--- src/rtl/inv_result_fifo_if.sv ---
// Handshake bundle between the transform stage, the result FIFO and its consumer.
// Both channels use valid/ready: a word moves on a rising edge where valid and ready
// are both high; valid holders keep data stable until accepted, and ready never
// depends combinationally on valid from the same side.
interface inv_result_fifo_if #(
  parameter int WIDTH = 32
);
  logic             in_valid;
  logic             in_ready;
  logic [WIDTH-1:0] in_data;
  logic             out_valid;
  logic             out_ready;
  logic [WIDTH-1:0] out_data;

  // Drives words in and accepts words out (transform stage plus consumer).
  modport master (
    output in_valid, in_data, out_ready,
    input  in_ready, out_valid, out_data
  );

  // The FIFO itself.
  modport slave (
    input  in_valid, in_data, out_ready,
    output in_ready, out_valid, out_data
  );
endinterface

--- src/rtl/inv_result_fifo.sv ---
// First-word-fall-through result FIFO behind the 32-bit inversion/transform block.
// Keeps a running XOR checksum of every accepted word.
// Optional feature macro: INV_FIFO_OVERFLOW_EN -- when defined, a sticky overflow flag
// records any attempt to write while full; otherwise overflow is constant 0.
module inv_result_fifo #(
  parameter int WIDTH = 32,
  parameter int DEPTH = 4
) (
  input  logic                       clk,
  input  logic                       rst,
  inv_result_fifo_if.slave           bus,
  output logic [$clog2(DEPTH):0]     count,
  output logic [WIDTH-1:0]           checksum,
  output logic                       overflow
);

  localparam int AW = $clog2(DEPTH);
  localparam int CW = AW + 1;
  localparam logic [CW-1:0] FULL_COUNT = CW'(DEPTH);

  // Storage is never reset; only bookkeeping state is.
  logic [WIDTH-1:0] mem [DEPTH];
  logic [AW-1:0]    wr_ptr;
  logic [AW-1:0]    rd_ptr;

  logic full;
  logic empty;
  logic push;
  logic pop;

  // Flags depend only on count, so in_ready has no path from out_ready.
  assign full  = (count == FULL_COUNT);
  assign empty = (count == '0);

  assign bus.in_ready  = !full;
  assign bus.out_valid = !empty;
  // Head word straight from storage; stale when empty.
  assign bus.out_data  = mem[rd_ptr];

  assign push = bus.in_valid  && !full;
  assign pop  = bus.out_ready && !empty;

  // Capture accepted words; reset-cycle handshakes are discarded.
  always_ff @(posedge clk) begin
    if (push && !rst) begin
      mem[wr_ptr] <= bus.in_data;
    end
  end

  // Pointers wrap naturally because DEPTH is a power of two.
  always_ff @(posedge clk) begin
    if (rst) begin
      wr_ptr <= '0;
      rd_ptr <= '0;
    end else begin
      if (push) wr_ptr <= wr_ptr + 1'b1;
      if (pop)  rd_ptr <= rd_ptr + 1'b1;
    end
  end

  // Occupancy: simultaneous push and pop leave it unchanged.
  always_ff @(posedge clk) begin
    if (rst) begin
      count <= '0;
    end else if (push && !pop) begin
      count <= count + 1'b1;
    end else if (pop && !push) begin
      count <= count - 1'b1;
    end
  end

  // Running XOR of accepted words; pops and dropped words do not touch it.
  always_ff @(posedge clk) begin
    if (rst) begin
      checksum <= '0;
    end else if (push) begin
      checksum <= checksum ^ bus.in_data;
    end
  end

`ifdef INV_FIFO_OVERFLOW_EN
  // Sticky record of a producer offering a word while the FIFO is full.
  always_ff @(posedge clk) begin
    if (rst) begin
      overflow <= 1'b0;
    end else if (bus.in_valid && full) begin
      overflow <= 1'b1;
    end
  end
`else
  assign overflow = 1'b0;
`endif

endmodule
--- src/flat_wrapper.sv ---
// flat-port wrapper written by rule: the top's interface ports become plain ports
module inv_result_fifo_flat 
#(
  parameter int WIDTH = 32,
  parameter int DEPTH = 4
)
  (clk, rst, count, checksum, overflow, bus_in_valid, bus_in_data, bus_out_ready, bus_in_ready, bus_out_valid, bus_out_data);
  inv_result_fifo_if #(.WIDTH(WIDTH)) bus_i ();
  input  logic clk;
  input  logic rst;
  output logic [$clog2(DEPTH):0] count;
  output logic [WIDTH-1:0] checksum;
  output logic overflow;
  input wire logic [$bits(bus_i.in_valid)-1:0] bus_in_valid;
  input wire logic [$bits(bus_i.in_data)-1:0] bus_in_data;
  input wire logic [$bits(bus_i.out_ready)-1:0] bus_out_ready;
  output wire logic [$bits(bus_i.in_ready)-1:0] bus_in_ready;
  output wire logic [$bits(bus_i.out_valid)-1:0] bus_out_valid;
  output wire logic [$bits(bus_i.out_data)-1:0] bus_out_data;
  assign bus_i.in_valid = bus_in_valid;
  assign bus_i.in_data = bus_in_data;
  assign bus_i.out_ready = bus_out_ready;
  assign bus_in_ready = bus_i.in_ready;
  assign bus_out_valid = bus_i.out_valid;
  assign bus_out_data = bus_i.out_data;
  inv_result_fifo #(.WIDTH(WIDTH), .DEPTH(DEPTH)) u_core (.clk(clk), .rst(rst), .bus(bus_i), .count(count), .checksum(checksum), .overflow(overflow));
endmodule
--- config.mk ---
export PLATFORM = sky130hd
export DESIGN_NAME = inv_result_fifo_flat
export DESIGN_NICKNAME = d
export VERILOG_FILES = /design/src/rtl/inv_result_fifo_if.sv /design/src/rtl/inv_result_fifo.sv /design/src/flat_wrapper.sv
export SDC_FILE = /design/constraint.sdc
export NUM_CORES = 1
export LEC_CHECK = 0
export ABC_AREA = 1
export CAP_MARGIN = 15
export CORE_MARGIN = 5
export CORE_UTILIZATION = 40
export CTS_CLUSTER_SIZE = 10
export DETAILED_ROUTE_END_ITERATION = 6
export PLACE_DENSITY = 0.66
export REMOVE_ABC_BUFFERS = 1
export SETUP_SLACK_MARGIN = 0.4
export SYNTH_ARGS = -nofsm -noshare
export SYNTH_HDL_FRONTEND = slang
export SYNTH_SLANG_ARGS = --single-unit
--- constraint.sdc ---
create_clock -name clk -period 2.55 [get_ports clk]
set_input_delay 0.51 -clock clk [delete_from_list [all_inputs] [get_ports clk]]
set_output_delay 0.51 -clock clk [all_outputs]
set_load 0.05 [all_outputs]
==> Yosys cells after proc, flatten, opt, wreduce, memory -nomap -nowiden <==
Memory sizes are Yosys's and may differ from the RTL's. A register that Yosys moved wholly into a read port is not among the register bits.
Cells that the tools add are included.
{ "word_totals": {"reg_bits": 39, "mem_bits_rw": 128, "output_inout_bits": 70, "n_memories": 1} }
{ "classes": {"n_addsub": 4, "eq_ne": 1, "mux": 6, "n_bitwise": 1, "n_reduce_logical": 12} }
{ "mem_list": {"columns": ["memory", "depth", "word_bits", "rd", "rd_ports_with_merged_regs", "write_ports", "line", "rtl"], "rows": [
  ["u_core.mem", 4, 32, 1, 1, 1, "inv_result_fifo.sv:22", "logic [WIDTH-1:0] mem [DEPTH];"]
]} }
{ "ops": {"columns": ["cell", "count"], "rows": [
  ["$xor A32 B32 Y32", 1],
  ["$mux W3", 2],
  ["$logic_and A1 B1 Y1", 5],
  ["$logic_not A1 Y1", 5],
  ["$add A2 B1 Y2 const B", 2],
  ["$mux W2", 2],
  ["$add A3 B1 Y3 const B", 1],
  ["$eq A3 B3 Y1 const B", 1],
  ["$logic_not A3 Y1", 1],
  ["$sub A3 B1 Y3 const B", 1],
  ["$mux W1", 2],
  ["$reduce_bool A2 Y1", 1]
]} }

==> Longest topological paths before layout <==
{ "logic_depth": {"word_depth": 7, "ltp_mapped": 13, "ltp_nobuf": 13} }

==> Worst setup path before layout <==
No wires, ideal clock.
{ "synth_timing": {"kind": "register -> register", "from": "reg u_core.count[0]", "to": "mem u_core.mem[1][0], enable pin", "setup_time_ps": 421, "t_arrival_ps": 2561, "required_ps": 2129, "slack_ps": -432, "stages_incl_launch_ff": 7, "synth_period_minus_slack_ps": 2982, "cell_sequence": "dfxtp_1 > nor2_4 > nand2_4 > nand2_4 > inv_2 > nand2_1 > nor2_1"} }
{ "synth_between": {"elab_chain_cells": 6} }
{ "synth_lines": {"columns": ["item", "line", "rtl"], "rows": [
  ["start: declaration", "inv_result_fifo.sv:12", "output logic [$clog2(DEPTH):0] count,"],
  ["start signal: assignment", "inv_result_fifo.sv:66", "count <= count + 1'b1;"],
  ["start signal: assignment", "inv_result_fifo.sv:68", "count <= count - 1'b1;"],
  ["$eq A3 B3 Y1", "inv_result_fifo.sv:32", "assign full = (count == FULL_COUNT);"],
  ["$logic_not A1 Y1", "inv_result_fifo.sv:40", "assign push = bus.in_valid && !full;"],
  ["$logic_and A1 B1 Y1", "inv_result_fifo.sv:40", null],
  ["named net u_core.push", "inv_result_fifo.sv:28", "logic push;"],
  ["$logic_and A1 B1 Y1", "inv_result_fifo.sv:45", "if (push && !rst) begin"],
  ["$mux W1", "inv_result_fifo.sv:45", null],
  ["$mux W1 (implied by the code)", "inv_result_fifo.sv:46", "mem[wr_ptr] <= bus.in_data;"],
  ["end: declaration", "inv_result_fifo.sv:22", null]
]} }
The timed path passes the listed nets, and every way through them passes these cells.

==> impl_results.md <==
* Antenna-violating nets left at 0
* Final Util at 54.07%
* Final Hold Fails at 0
* Register area at 4672 µm²
* Placed Area at 8373 µm²
* Row cnt at 48
* Post-synthesis register bit count at 169
* Layout Skew at 4.635 ps
* Wire length per cell at 16.66 µm
* Clock sinks at 169
* CP Max Fanout at 12
* Non-Filler Instances at 1,041
* Num CTS Buffers at 17
* Post-synthesis cell area at 7113 µm²
* Die ar. at 20,550 µm²
* Maximum clock frequency at 467.1 MHz
* Relative slew slack at 60.98%
* Static Leak at 3.818 nW
* Final period utilization at 83.96%
* Multi-input gate area at 2049 µm²
* Port Buffers at 104
* Critical path type: register to output port
* Gate Count Post-Synth at 682
* Max Cap Violations at 0
* Initial DRC count at 318
* Vias per cell at 4.870
* Global route overflow at 0
* Worst setup SP type: register
* Final #Nets at 845
* Hold/Removal Path Class: input pin to register
* Worst R2R Setup Slack at 590 ps
* DRC at 0
* Clk_lat worst skew at 420 ps
* Placed Instances at 995
* Number of antenna violations at the first check in global routing at 0
* Final setup violation count at 0
* Fraction of layout cells with a size suffix above 1 at 19.73%
* Routability cong. at 0.7510
* Die width at 143.4 µm
* Synth warnings at 0
* Max Slew Vio Count at 0
* Cell area after layout at 9384 µm²
* Crit. End Element: output port
* Global-route wire length before repair at 26,640 µm
* Die Ht at 143.4 µm
* Vias in the first global route at 4,814
* Clk root buf: clkbuf_16
* Synthesis-to-layout area growth at 31.93%
* CP Data Arrival Time at 1630 ps
* Netlist cell types at 23
* Worst VDD drop at 736.2 µV
* Clock slew at reported path FFs at 60 ps
* Largest net degree at the start of global routing at 36
* Tmin final at 2141 ps
* Hold buffers post-CTS at 0
* Syn_area_per_cell at 10.43 µm²
* Fill cell count at 1,485
* H-tree depth at 4
* Vias at 5,070
* Worst endpoint required time at 2040 ps
* Detail Placement HPWL at 9673 µm
* RSZ-0062 raised after global routing: yes
* Status: complete, no violations
* Worst r2r src: u_core.count[0]
* Core box area at 17,360 µm²
* Final Worst Setup Slack at 409.0 ps
* CTS tree: yes
* All-Layer GR Usage at 16.94%
* Hold wc startpoint: bus_in_valid
* Longest Clk Path Bufs at 2
* Pwr per Cell Area at 1029 nW/µm²
* Post-synthesis sequential area ratio at 65.58%
* N_diodes at 0
* Dpl ws at 408.1 ps
* Tot Pwr at 9.656 mW
* Slew @ Worst Pin at 585.3 ps
* Drt pass-1 iters at 5
* Post-Route WL at 17,350 µm
* # IOs at 106
* Initial Util at 40.98%
## kinds of logic (layout without fill, tap and decap cells)
family          Yosys count  after routing  share of synthesized area [%]
simple gates            258            258                          15.32
flops                   169            169                          65.58
compound gates          134            134                          11.05
buf+inv                 114            248                          6.843
fa+ha+maj                 6              6                          1.161
other cells               1              1                        0.05272
## metal layers
layer | wire length (µm) | vias up | global-route usage (%)
met5 | 0 | - | 0
met4 | 190 | 0 | 4.063
met3 | 1050 | 18 | 5.092
met2 | 8094 | 114 | 26.53
met1 | 8010 | 2392 | 23.40
li1 | - | 2546 | -
## power by group
group	internal [mW]	switching, mW
sequential	3.20	0.175
clock	1.63	1.03
combinational	1.20	2.43
## what timing repair did
item                       4_1_cts  5_1_grt
gates cloned                     5        4
pin swaps                        3        3
resized for setup               52       29
setup buffers                    3        2
setup endpoints to repair       60       40
## final timing paths
kind | endpoint | cells after the start
setup / recovery | bus_out_data[26] | 5
setup reg to reg | u_core.mem[0][29] | 7
hold / removal | u_core.wr_ptr[0] | 5
hold reg to reg | u_core.checksum[18] | 2
## cells in the mapped netlist (all sizes together)
cell    number  area share (%)
inv         80             4.2
fa           1            0.28
nand2      144             8.5
buf         26             2.2
edfxtp     128              54
o22ai       32             2.8
nand3b       1            0.11
o21ai       66             4.6
nand3       36             2.5
nor2        77             4.2
conb         1           0.053
ha           5            0.88
clkbuf       8            0.42
dfxtp       41              12
a21oi       36             3.6
## per-stage QoR
stage	hold slack, ps	TNS (ps)
finish	480.8	0
global route	511.1	0
CTS	464.7	0
detailed placement	484.0	0
global placement	478.3	0
floorplan	459.4	-138010
## flip-flops by register name, summed over array words and instances (netlist names), named ones only
name and cells:
u_core.rd_ptr 2, u_core.wr_ptr 2, u_core.mem 128, u_core.checksum 32, u_core.count 3
## cells in the final DEF, fill, tap and decap left out, types with 3 or more instances in the layout
cell             count
o22ai_2              7
nor2_4               5
buf_4               42
clkinv_2             5
dfxtp_1             39
clkbuf_16           20
bufinv_16            4
o21ai_0             34
nand2_1            122
o22ai_1             25
inv_1               77
nor2_1              71
ha_1                 5
edfxtp_1           128
buf_6                5
dlygate4sd2_1       26
nand3_1             36
nand2_2             20
a21oi_2             20
a21oi_1             16
buf_16               4
dlymetal6s2s_1       9
clkdlybuf4s50_1     33
o21ai_1             29
o21ai_2              3
buf_12              11
## area by class of cell
type | count | area share (%)
clock buffer | 19 | 4.613
clock inverter | 13 | 1.893
inverter | 80 | 3.280
multi-input combinational | 399 | 21.84
sequential | 169 | 49.79
tap | 225 | 3.000
timing repair buffer | 136 | 15.59
## critical path, stage by stage, from the launching register on
cell and delay (ps):
dfxtp_4 440, inv_6 80, buf_12 160, o21ai_0 200
o22ai_2 110, buf_4 200
(Power assumes the default switching activity.)
